==> src/rtl/mission_pkg.sv <==
`default_nettype none
// ============================================================================
//  Module   : mission_pkg
//  Purpose  : Shared constants, state encoding and helpers for the mission
//             scheduler (unit codes, turn direction codes, path limits).
//  Revision : 1.0 - initial release
// ============================================================================
package mission_pkg;

    // Unit codes carried by each queued task
    localparam logic [1:0] UNIT_PU   = 2'd0;
    localparam logic [1:0] UNIT_FU   = 2'd1;
    localparam logic [1:0] UNIT_WU   = 2'd2;
    localparam logic [1:0] UNIT_RSVD = 2'd3;

    // Two-bit turn codes packed into node_directions
    localparam logic [1:0] DIR_LEFT     = 2'b01;
    localparam logic [1:0] DIR_RIGHT    = 2'b10;
    localparam logic [1:0] DIR_STRAIGHT = 2'b11;

    // Longest path the navigation logic can hold
    localparam logic [3:0] MAX_PATH_NODES = 4'd12;

    typedef enum logic [2:0] {
        ST_IDLE     = 3'd0,
        ST_REQ_PATH = 3'd1,
        ST_RUN_PATH = 3'd2,
        ST_RUN_UNIT = 3'd3,
        ST_DONE     = 3'd4,
        ST_FAULT    = 3'd5
    } state_t;

    // One-hot Go_to vector {WU, FU, PU} for a unit code
    function automatic logic [2:0] unit_onehot(input logic [1:0] unit);
        logic [2:0] v;
        v = 3'b000;
        case (unit)
            UNIT_PU: v = 3'b001;
            UNIT_FU: v = 3'b010;
            UNIT_WU: v = 3'b100;
            default: v = 3'b000;
        endcase
        return v;
    endfunction

endpackage
`default_nettype wire

==> src/rtl/mission_scheduler_if.sv <==
`default_nettype none
// ============================================================================
//  Module   : mission_scheduler_if
//  Purpose  : Task handshake, path-planner, navigation and status signals of
//             the mission scheduler. master = scheduler, slave = environment.
//  Revision : 1.0 - initial release
// ============================================================================
interface mission_scheduler_if;

    logic        task_valid;
    logic        task_ready;
    logic [1:0]  task_unit;

    logic        plan_req;
    logic [4:0]  plan_target;
    logic        plan_ack;
    logic [23:0] plan_dirs;
    logic [3:0]  plan_len;
    logic [4:0]  plan_prev;

    logic [23:0] node_directions;
    logic [3:0]  path_length;
    logic [4:0]  prev_node_of_end_point;
    logic        nav_reset;
    logic        Go_to_PU;
    logic        Go_to_FU;
    logic        Go_to_WU;
    logic        arrived;
    logic        unit_lap_done;

    logic        clear_fault;
    logic        busy;
    logic        task_done;
    logic [7:0]  tasks_completed;
    logic        fault;

    modport master (
        input  task_valid, task_unit,
        output task_ready,
        output plan_req, plan_target,
        input  plan_ack, plan_dirs, plan_len, plan_prev,
        output node_directions, path_length, prev_node_of_end_point, nav_reset,
        output Go_to_PU, Go_to_FU, Go_to_WU,
        input  arrived, unit_lap_done, clear_fault,
        output busy, task_done, tasks_completed, fault
    );

    modport slave (
        output task_valid, task_unit,
        input  task_ready,
        input  plan_req, plan_target,
        output plan_ack, plan_dirs, plan_len, plan_prev,
        input  node_directions, path_length, prev_node_of_end_point, nav_reset,
        input  Go_to_PU, Go_to_FU, Go_to_WU,
        output arrived, unit_lap_done, clear_fault,
        input  busy, task_done, tasks_completed, fault
    );

endinterface
`default_nettype wire

==> src/rtl/mission_task_fifo.sv <==
`default_nettype none
// ============================================================================
//  Module   : mission_task_fifo
//  Purpose  : Small FIFO of 2-bit unit codes. A push is refused when full,
//             even if a pop happens in the same cycle.
//  Revision : 1.0 - initial release
// ============================================================================
module mission_task_fifo #(
    parameter int unsigned FIFO_DEPTH = 4
) (
    input  wire logic       clk,
    input  wire logic       reset_n,
    input  wire logic       i_push,
    input  wire logic [1:0] i_data,
    input  wire logic       i_pop,
    output logic [1:0]      o_data,
    output logic            o_full,
    output logic            o_empty
);

    localparam int unsigned AW = $clog2(FIFO_DEPTH);

    logic [1:0]  r_mem [FIFO_DEPTH];
    logic [AW:0] r_wr_ptr;
    logic [AW:0] r_rd_ptr;
    logic        w_push;
    logic        w_pop;

    assign w_push  = i_push & ~o_full;
    assign w_pop   = i_pop & ~o_empty;
    assign o_empty = (r_wr_ptr == r_rd_ptr);
    assign o_full  = (r_wr_ptr[AW] != r_rd_ptr[AW]) &&
                     (r_wr_ptr[AW-1:0] == r_rd_ptr[AW-1:0]);
    assign o_data  = r_mem[r_rd_ptr[AW-1:0]];

    // Pointer update; reset empties the queue
    always_ff @(posedge clk or negedge reset_n) begin
        if (!reset_n) begin
            r_wr_ptr <= '0;
            r_rd_ptr <= '0;
        end else begin
            if (w_push) r_wr_ptr <= r_wr_ptr + 1'b1;
            if (w_pop)  r_rd_ptr <= r_rd_ptr + 1'b1;
        end
    end

    // Storage write; contents need no reset since pointers gate reads
    always_ff @(posedge clk) begin
        if (w_push) r_mem[r_wr_ptr[AW-1:0]] <= i_data;
    end

endmodule
`default_nettype wire

==> src/rtl/mission_scheduler.sv <==
`default_nettype none
// ============================================================================
//  Module   : mission_scheduler
//  Purpose  : Queues PU/FU/WU delivery tasks, requests a path per task,
//             drives turn_direction_logic through path and unit legs and
//             retires tasks on unit_lap_done.
//  Options  : MISSION_WDOG_EN - per-leg watchdog of TIMEOUT_CYCLES cycles
//  Revision : 1.0 - initial release
// ============================================================================
module mission_scheduler
    import mission_pkg::*;
#(
    parameter int unsigned FIFO_DEPTH     = 4,
    parameter logic [4:0]  PU_ENTRY_NODE  = 5'd1,
    parameter logic [4:0]  FU_ENTRY_NODE  = 5'd11,
    parameter logic [4:0]  WU_ENTRY_NODE  = 5'd22,
    parameter logic [31:0] TIMEOUT_CYCLES = 32'd500_000_000
) (
    input  wire logic            clk,
    input  wire logic            reset_n,
    mission_scheduler_if.master  bus
);

    state_t      r_state;
    logic [1:0]  r_unit;
    logic        r_plan_req;
    logic [4:0]  r_plan_target;
    logic [23:0] r_node_dirs;
    logic [3:0]  r_path_len;
    logic [4:0]  r_prev_node;
    logic        r_nav_reset;
    logic [2:0]  r_go;
    logic        r_task_done;
    logic [7:0]  r_count;
    logic        r_arr_q;
    logic        r_lap_q;
    logic        r_entry;

    logic [1:0]  w_head;
    logic [4:0]  w_head_target;
    logic        w_full;
    logic        w_empty;
    logic        w_pop;
    logic        w_arr_rise;
    logic        w_lap_rise;
    logic        w_wdog_expire;

    assign w_pop      = (r_state == ST_IDLE) && !w_empty;
    assign w_arr_rise = bus.arrived & ~r_arr_q;
    assign w_lap_rise = bus.unit_lap_done & ~r_lap_q;

    mission_task_fifo #(
        .FIFO_DEPTH (FIFO_DEPTH)
    ) u_fifo (
        .clk     (clk),
        .reset_n (reset_n),
        .i_push  (bus.task_valid),
        .i_data  (bus.task_unit),
        .i_pop   (w_pop),
        .o_data  (w_head),
        .o_full  (w_full),
        .o_empty (w_empty)
    );

    // Planner target node for the unit at the head of the queue
    always_comb begin
        w_head_target = 5'd0;
        case (w_head)
            UNIT_PU: w_head_target = PU_ENTRY_NODE;
            UNIT_FU: w_head_target = FU_ENTRY_NODE;
            UNIT_WU: w_head_target = WU_ENTRY_NODE;
            default: w_head_target = 5'd0;
        endcase
    end

`ifdef MISSION_WDOG_EN
    logic [31:0] r_wdog;
    logic [31:0] w_leg_count;

    // r_entry marks cycle 0 of every state, so the effective count restarts
    // on each leg entry without needing the next-state value here
    assign w_leg_count   = r_entry ? 32'd0 : r_wdog;
    assign w_wdog_expire = (w_leg_count == TIMEOUT_CYCLES - 32'd1);

    // Leg cycle counter
    always_ff @(posedge clk or negedge reset_n) begin
        if (!reset_n) r_wdog <= 32'd0;
        else          r_wdog <= w_leg_count + 32'd1;
    end
`else
    logic w_unused_timeout;
    assign w_unused_timeout = ^TIMEOUT_CYCLES;
    assign w_wdog_expire    = 1'b0;
`endif

    // Scheduler FSM with registered outputs and edge detectors
    always_ff @(posedge clk or negedge reset_n) begin
        if (!reset_n) begin
            r_state       <= ST_IDLE;
            r_unit        <= 2'd0;
            r_plan_req    <= 1'b0;
            r_plan_target <= 5'd0;
            r_node_dirs   <= 24'd0;
            r_path_len    <= 4'd0;
            r_prev_node   <= 5'd0;
            r_nav_reset   <= 1'b0;
            r_go          <= 3'b000;
            r_task_done   <= 1'b0;
            r_count       <= 8'd0;
            r_arr_q       <= 1'b0;
            r_lap_q       <= 1'b0;
            r_entry       <= 1'b0;
        end else begin
            r_arr_q     <= bus.arrived;
            r_lap_q     <= bus.unit_lap_done;
            r_entry     <= 1'b0;
            r_nav_reset <= 1'b0;
            r_task_done <= 1'b0;
            case (r_state)
                ST_IDLE: begin
                    // Reserved unit codes are popped and silently dropped
                    if (!w_empty && (w_head != UNIT_RSVD)) begin
                        r_unit        <= w_head;
                        r_plan_target <= w_head_target;
                        r_plan_req    <= 1'b1;
                        r_state       <= ST_REQ_PATH;
                        r_entry       <= 1'b1;
                    end
                end
                ST_REQ_PATH: begin
                    if (bus.plan_ack) begin
                        r_node_dirs <= bus.plan_dirs;
                        r_path_len  <= bus.plan_len;
                        r_prev_node <= bus.plan_prev;
                        r_plan_req  <= 1'b0;
                        r_entry     <= 1'b1;
                        if (bus.plan_len > MAX_PATH_NODES) begin
                            r_state <= ST_FAULT;
                        end else if (bus.plan_len == 4'd0) begin
                            r_state     <= ST_RUN_UNIT;
                            r_go        <= unit_onehot(r_unit);
                            r_nav_reset <= 1'b1;
                        end else begin
                            r_state     <= ST_RUN_PATH;
                            r_nav_reset <= 1'b1;
                        end
                    end else if (w_wdog_expire) begin
                        r_plan_req <= 1'b0;
                        r_state    <= ST_FAULT;
                        r_entry    <= 1'b1;
                    end
                end
                ST_RUN_PATH: begin
                    // An edge on the entry cycle may be a stale level
                    if (w_arr_rise && !r_entry) begin
                        r_state     <= ST_RUN_UNIT;
                        r_go        <= unit_onehot(r_unit);
                        r_nav_reset <= 1'b1;
                        r_entry     <= 1'b1;
                    end else if (w_wdog_expire) begin
                        r_state <= ST_FAULT;
                        r_entry <= 1'b1;
                    end
                end
                ST_RUN_UNIT: begin
                    if (w_lap_rise && !r_entry) begin
                        r_state     <= ST_DONE;
                        r_go        <= 3'b000;
                        r_task_done <= 1'b1;
                        r_count     <= r_count + 8'd1;
                        r_entry     <= 1'b1;
                    end else if (w_wdog_expire) begin
                        r_state <= ST_FAULT;
                        r_go    <= 3'b000;
                        r_entry <= 1'b1;
                    end
                end
                ST_DONE: begin
                    r_state <= ST_IDLE;
                    r_entry <= 1'b1;
                end
                ST_FAULT: begin
                    r_go       <= 3'b000;
                    r_plan_req <= 1'b0;
                    if (bus.clear_fault) begin
                        r_state <= ST_IDLE;
                        r_entry <= 1'b1;
                    end
                end
                default: begin
                    r_state <= ST_IDLE;
                end
            endcase
        end
    end

    assign bus.task_ready             = ~w_full;
    assign bus.plan_req               = r_plan_req;
    assign bus.plan_target            = r_plan_target;
    assign bus.node_directions        = r_node_dirs;
    assign bus.path_length            = r_path_len;
    assign bus.prev_node_of_end_point = r_prev_node;
    assign bus.nav_reset              = r_nav_reset;
    assign bus.Go_to_PU               = r_go[0];
    assign bus.Go_to_FU               = r_go[1];
    assign bus.Go_to_WU               = r_go[2];
    assign bus.busy                   = (r_state != ST_IDLE);
    assign bus.task_done              = r_task_done;
    assign bus.tasks_completed        = r_count;
    assign bus.fault                  = (r_state == ST_FAULT);

endmodule
`default_nettype wire
==> src/flat_wrapper.sv <==
// flat-port wrapper written by rule: the top's interface ports become plain ports
module mission_scheduler_flat import mission_pkg::*;
#(
    parameter int unsigned FIFO_DEPTH     = 4,
    parameter logic [4:0]  PU_ENTRY_NODE  = 5'd1,
    parameter logic [4:0]  FU_ENTRY_NODE  = 5'd11,
    parameter logic [4:0]  WU_ENTRY_NODE  = 5'd22,
    parameter logic [31:0] TIMEOUT_CYCLES = 32'd500_000_000
)
  (clk, reset_n, bus_task_valid, bus_task_unit, bus_task_ready, bus_plan_req, bus_plan_target, bus_plan_ack, bus_plan_dirs, bus_plan_len, bus_plan_prev, bus_node_directions, bus_path_length, bus_prev_node_of_end_point, bus_nav_reset, bus_Go_to_PU, bus_Go_to_FU, bus_Go_to_WU, bus_arrived, bus_unit_lap_done, bus_clear_fault, bus_busy, bus_task_done, bus_tasks_completed, bus_fault);
  mission_scheduler_if bus_i ();
  input  wire logic clk;
  input  wire logic reset_n;
  input wire logic [$bits(bus_i.task_valid)-1:0] bus_task_valid;
  input wire logic [$bits(bus_i.task_unit)-1:0] bus_task_unit;
  output wire logic [$bits(bus_i.task_ready)-1:0] bus_task_ready;
  output wire logic [$bits(bus_i.plan_req)-1:0] bus_plan_req;
  output wire logic [$bits(bus_i.plan_target)-1:0] bus_plan_target;
  input wire logic [$bits(bus_i.plan_ack)-1:0] bus_plan_ack;
  input wire logic [$bits(bus_i.plan_dirs)-1:0] bus_plan_dirs;
  input wire logic [$bits(bus_i.plan_len)-1:0] bus_plan_len;
  input wire logic [$bits(bus_i.plan_prev)-1:0] bus_plan_prev;
  output wire logic [$bits(bus_i.node_directions)-1:0] bus_node_directions;
  output wire logic [$bits(bus_i.path_length)-1:0] bus_path_length;
  output wire logic [$bits(bus_i.prev_node_of_end_point)-1:0] bus_prev_node_of_end_point;
  output wire logic [$bits(bus_i.nav_reset)-1:0] bus_nav_reset;
  output wire logic [$bits(bus_i.Go_to_PU)-1:0] bus_Go_to_PU;
  output wire logic [$bits(bus_i.Go_to_FU)-1:0] bus_Go_to_FU;
  output wire logic [$bits(bus_i.Go_to_WU)-1:0] bus_Go_to_WU;
  input wire logic [$bits(bus_i.arrived)-1:0] bus_arrived;
  input wire logic [$bits(bus_i.unit_lap_done)-1:0] bus_unit_lap_done;
  input wire logic [$bits(bus_i.clear_fault)-1:0] bus_clear_fault;
  output wire logic [$bits(bus_i.busy)-1:0] bus_busy;
  output wire logic [$bits(bus_i.task_done)-1:0] bus_task_done;
  output wire logic [$bits(bus_i.tasks_completed)-1:0] bus_tasks_completed;
  output wire logic [$bits(bus_i.fault)-1:0] bus_fault;
  assign bus_i.task_valid = bus_task_valid;
  assign bus_i.task_unit = bus_task_unit;
  assign bus_task_ready = bus_i.task_ready;
  assign bus_plan_req = bus_i.plan_req;
  assign bus_plan_target = bus_i.plan_target;
  assign bus_i.plan_ack = bus_plan_ack;
  assign bus_i.plan_dirs = bus_plan_dirs;
  assign bus_i.plan_len = bus_plan_len;
  assign bus_i.plan_prev = bus_plan_prev;
  assign bus_node_directions = bus_i.node_directions;
  assign bus_path_length = bus_i.path_length;
  assign bus_prev_node_of_end_point = bus_i.prev_node_of_end_point;
  assign bus_nav_reset = bus_i.nav_reset;
  assign bus_Go_to_PU = bus_i.Go_to_PU;
  assign bus_Go_to_FU = bus_i.Go_to_FU;
  assign bus_Go_to_WU = bus_i.Go_to_WU;
  assign bus_i.arrived = bus_arrived;
  assign bus_i.unit_lap_done = bus_unit_lap_done;
  assign bus_i.clear_fault = bus_clear_fault;
  assign bus_busy = bus_i.busy;
  assign bus_task_done = bus_i.task_done;
  assign bus_tasks_completed = bus_i.tasks_completed;
  assign bus_fault = bus_i.fault;
  mission_scheduler #(.FIFO_DEPTH(FIFO_DEPTH), .PU_ENTRY_NODE(PU_ENTRY_NODE), .FU_ENTRY_NODE(FU_ENTRY_NODE), .WU_ENTRY_NODE(WU_ENTRY_NODE), .TIMEOUT_CYCLES(TIMEOUT_CYCLES)) u_core (.clk(clk), .reset_n(reset_n), .bus(bus_i));
endmodule
==> config.mk <==
export PLATFORM = sky130hd
export DESIGN_NAME = mission_scheduler_flat
export DESIGN_NICKNAME = d
export VERILOG_FILES = /design/src/rtl/mission_pkg.sv /design/src/rtl/mission_scheduler_if.sv /design/src/rtl/mission_task_fifo.sv /design/src/rtl/mission_scheduler.sv /design/src/flat_wrapper.sv
export SDC_FILE = /design/constraint.sdc
export NUM_CORES = 1
export LEC_CHECK = 0
export ABC_CLOCK_PERIOD_IN_PS = 4000
export CORE_UTILIZATION = 45
export CTS_BUF_LIST = sky130_fd_sc_hd__clkbuf_16
export CTS_CLUSTER_DIAMETER = 50
export DETAILED_ROUTE_END_ITERATION = 8
export GPL_TIMING_DRIVEN = 0
export PLACE_DENSITY = 0.77
export SETUP_SLACK_MARGIN = 0.5
export SLEW_MARGIN = 20
export SYNTH_ARGS = -nofsm -noshare
export SYNTH_HDL_FRONTEND = slang
export SYNTH_SLANG_ARGS = --single-unit
==> constraint.sdc <==
create_clock -name clk -period 4 [get_ports clk]
set_input_delay 0.8 -clock clk [delete_from_list [all_inputs] [get_ports clk]]
set_output_delay 0.8 -clock clk [all_outputs]
set_load 0.03 [all_outputs]
==> out/qor.yml <==
critical_path_required_ns: 3.20
clock-skew-final_ns: 0.00653
synthTopCellsByArea: "dfrtp_1 (50%), mux2_2 (11%), edfxtp_1 (7.4%), ha_1 (4.6%), mux2_1 (4.2%)"
ys_seq_area_share_pct: 57.4
finalInstanceArea_sq_um: 4630
layout-drive-gt1-share_pct: 19.2
htreeDepth: 3
setup_viol: 0
busiest_layer: "met2"
grt_max_degree: 45
post_cts_buffers: 0
fp.dieW_microns: 87.0
ys_ff_latch: 73
io_pins: 97
p_per_area_nw_per_um2: 858
dr_total_vias: 2170
outcome: "finished clean"
async_reset_ff_share_pct: 89.0
synth_area_sq_um: 3250
clockRootBuffer: "clkbuf_16"
area_delta_synth_final_pct: 42.3
rsz0062_at_grt: "no"
reg2reg_depth: 5
final_common_cell: "clkdlybuf4s50_1"
cp_max_fo: 10
cts_buffer_depth: 2
tightest_slew_ns: 0.356
ys_warn_count: 0
hold_viol_final: 0
syn-mean-instance-area_sq_um: 14.0
cts_tree: "done"
r2r-start: "u_core.u_fifo.r_rd_ptr[0]"
vias_per_cell: 4.93
end_kind: "output pin"
die_h_microns: 87.0
core_sq_um: 6910
yosys_most_used_dff: "dfrtp_1"
antennaDiodeCount: 0
dpl_cell_area_sq_um: 4360
wirelength_microns: 6560
cts.sinks: 73
initial_core_util_pct: 47.1
rrSetupSlack_ns: 1.60
grt_usage_pct: 18.8
fillers: 545
fmax_mhz: 356
cts_resized: 0
most-common-layout-cells: "clkdlybuf4s50_1 (95), dfrtp_1 (65), mux2_2 (32), mux2_1 (12), ha_1 (12)"
grt_use_met1_pct: 24.8
io_buffers: 96
rows: 30
worst_ep_arrival_time_ns: 2.01
numCtsBuffers: 9
peakVddDrop_mv: 0.418
dp.final_hpwl_microns: 4780
nets: 395
fin_util_pct: 67.0
grt_pass1_vias: 2141
cp-start-kind: "flop"
clk_pin_slew_ns: 0.06
layout_setup_ws_ns: 1.19
synth-edff-count: 8
grt_antenna_before_repair: 0
die_area_sq_um: 7570
synth_top_area_cell: "dfrtp_1"
dr.pass1.iters: 4
pre_cts_slack_ns: 1.28
syn_nets: 287
slew_violations: 0
r2r_end: "u_core.r_state[0]"
path_class: "reg -> out"
ant_nets: 0
synth_cell_types: 46
fin_crit_sh_pct: 70.2
wire_per_inst_microns: 14.9
p_leak_nw: 1.98
drtIter0Drc: 85
clk_latency_ns: 0.33
hold_path_class: "in -> async"
grt.overflow.total: 0
grt_pass1_wl_microns: 10600
drc: 0
syn_inst: 233
grtUsageMet2_pct: 29.6
grtUsageMet3_pct: 5.31
slew_headroom_pct: 76.1
fin_crit_ns: 2.81
routabilityCongestion: 0.819
holdBufCountCts: 0
yosysTopAreaCellShare_pct: 50.0
maxCapViolCount: 0
## synthesized netlist by cell type, types with 2 or more instances
cell / n
a21o_1: 2
a21oi_1: 7
a32o_1: 2
and2_1: 6
buf_2: 6
buf_4: 2
dfrtp_1: 65
edfxtp_1: 8
ha_1: 12
inv_1: 8
mux2_1: 12
mux2_2: 32
mux4_2: 2
nand2_1: 7
nand2b_1: 2
nand3_1: 3
nand4_1: 4
nor2_1: 5
nor2b_1: 4
o21ai_0: 4
or3b_2: 2
xnor2_1: 9
xnor2_2: 2
xor2_1: 5
## layout make-up
cell class                 count  area, sq um  area share, %
sequential                    73         1870           40.3
multi-input combinational    142         1300           28.0
timing repair buffer          97          986           21.3
clock buffer                  10          250           5.41
tap                           96          120           2.60
buffer                        10         60.1           1.30
inverter                       8         30.0          0.649
clock inverter                 4         18.8          0.406
## critical path, cell delays in order (launching register included)
cell	delay [ns]
dfrtp_1	0.36
buf_2	0.18
nor2b_1	0.28
and2_1	0.19
clkdlybuf4s50_1	0.67
## routing by layer
layer	vias up	share of wire (%)
li1	1039	-
met1	1065	43
met2	56	50
met3	10	4.7
met4	0	1.6
met5	-	0
## logic make-up after synthesis
family	synth area share, %
buffers and inverters	2.77
muxes	16.9
AOI/OAI and AO/OA	5.69
DFF	57.4
and+or+nand+nor	7.85
xor gates and xnor gates	4.77
adders and majority gates	4.62
## report_power, final
group | internal [W] | total [W] | switching, W
clock network | 0.000444 | 0.000729 | 0.000285
registers | 0.00106 | 0.00126 | 0.000197
logic | 0.000935 | 0.00198 | 0.00105
total | 0.00244 | 0.00397 | 0.00153
## registers in the layout, summed over array words and instances, names as in the netlist
signal / flops
u_core.bus.node_directions: 24
u_core.bus.tasks_completed: 8
u_core.u_fifo.r_mem: 8
u_core.bus.prev_node_of_end_point: 5
u_core.bus.path_length: 4
u_core.bus.plan_target: 4
u_core.r_go: 3
u_core.r_state: 3
u_core.u_fifo.r_rd_ptr: 3
u_core.u_fifo.r_wr_ptr: 3
u_core.r_unit: 2
u_core.bus.nav_reset: 1
u_core.bus.plan_req: 1
u_core.bus.task_done: 1
u_core.r_arr_q: 1
u_core.r_entry: 1
u_core.r_lap_q: 1
## metrics by stage
step | TNS (ns) | hold slack, ns | total power [W] | instances
after CTS | 0 | 0.359 | 0.00402 | 440
after global routing | 0 | 0.372 | 0.00422 | 440
after detailed placement | 0 | 0.468 | 0.00327 | 426
after floorplan | 0 | 0.483 | 0.00254 | 233
final | 0 | 0.356 | 0.00397 | 440
after global placement | -0.679 | 0.463 | 0.00322 | 425
## worst max-delay path by stage
stage / end / cells after the start / startpoint / slack (ns)
after floorplan: u_core.r_state[0] / 5 / u_core.u_fifo.r_rd_ptr[0] / 1.74
after global placement: u_core.u_fifo.r_wr_ptr[1] / 1 / reset_n / -0.01
after detailed placement: u_core.r_state[0] / 5 / bus_arrived / 1.28
after CTS: bus_fault / 4 / u_core.r_state[1] / 1.17
after global routing: bus_fault / 4 / u_core.r_state[1] / 1.11
final: bus_fault / 4 / u_core.r_state[1] / 1.19
Power figures use the tool's default switching activity.
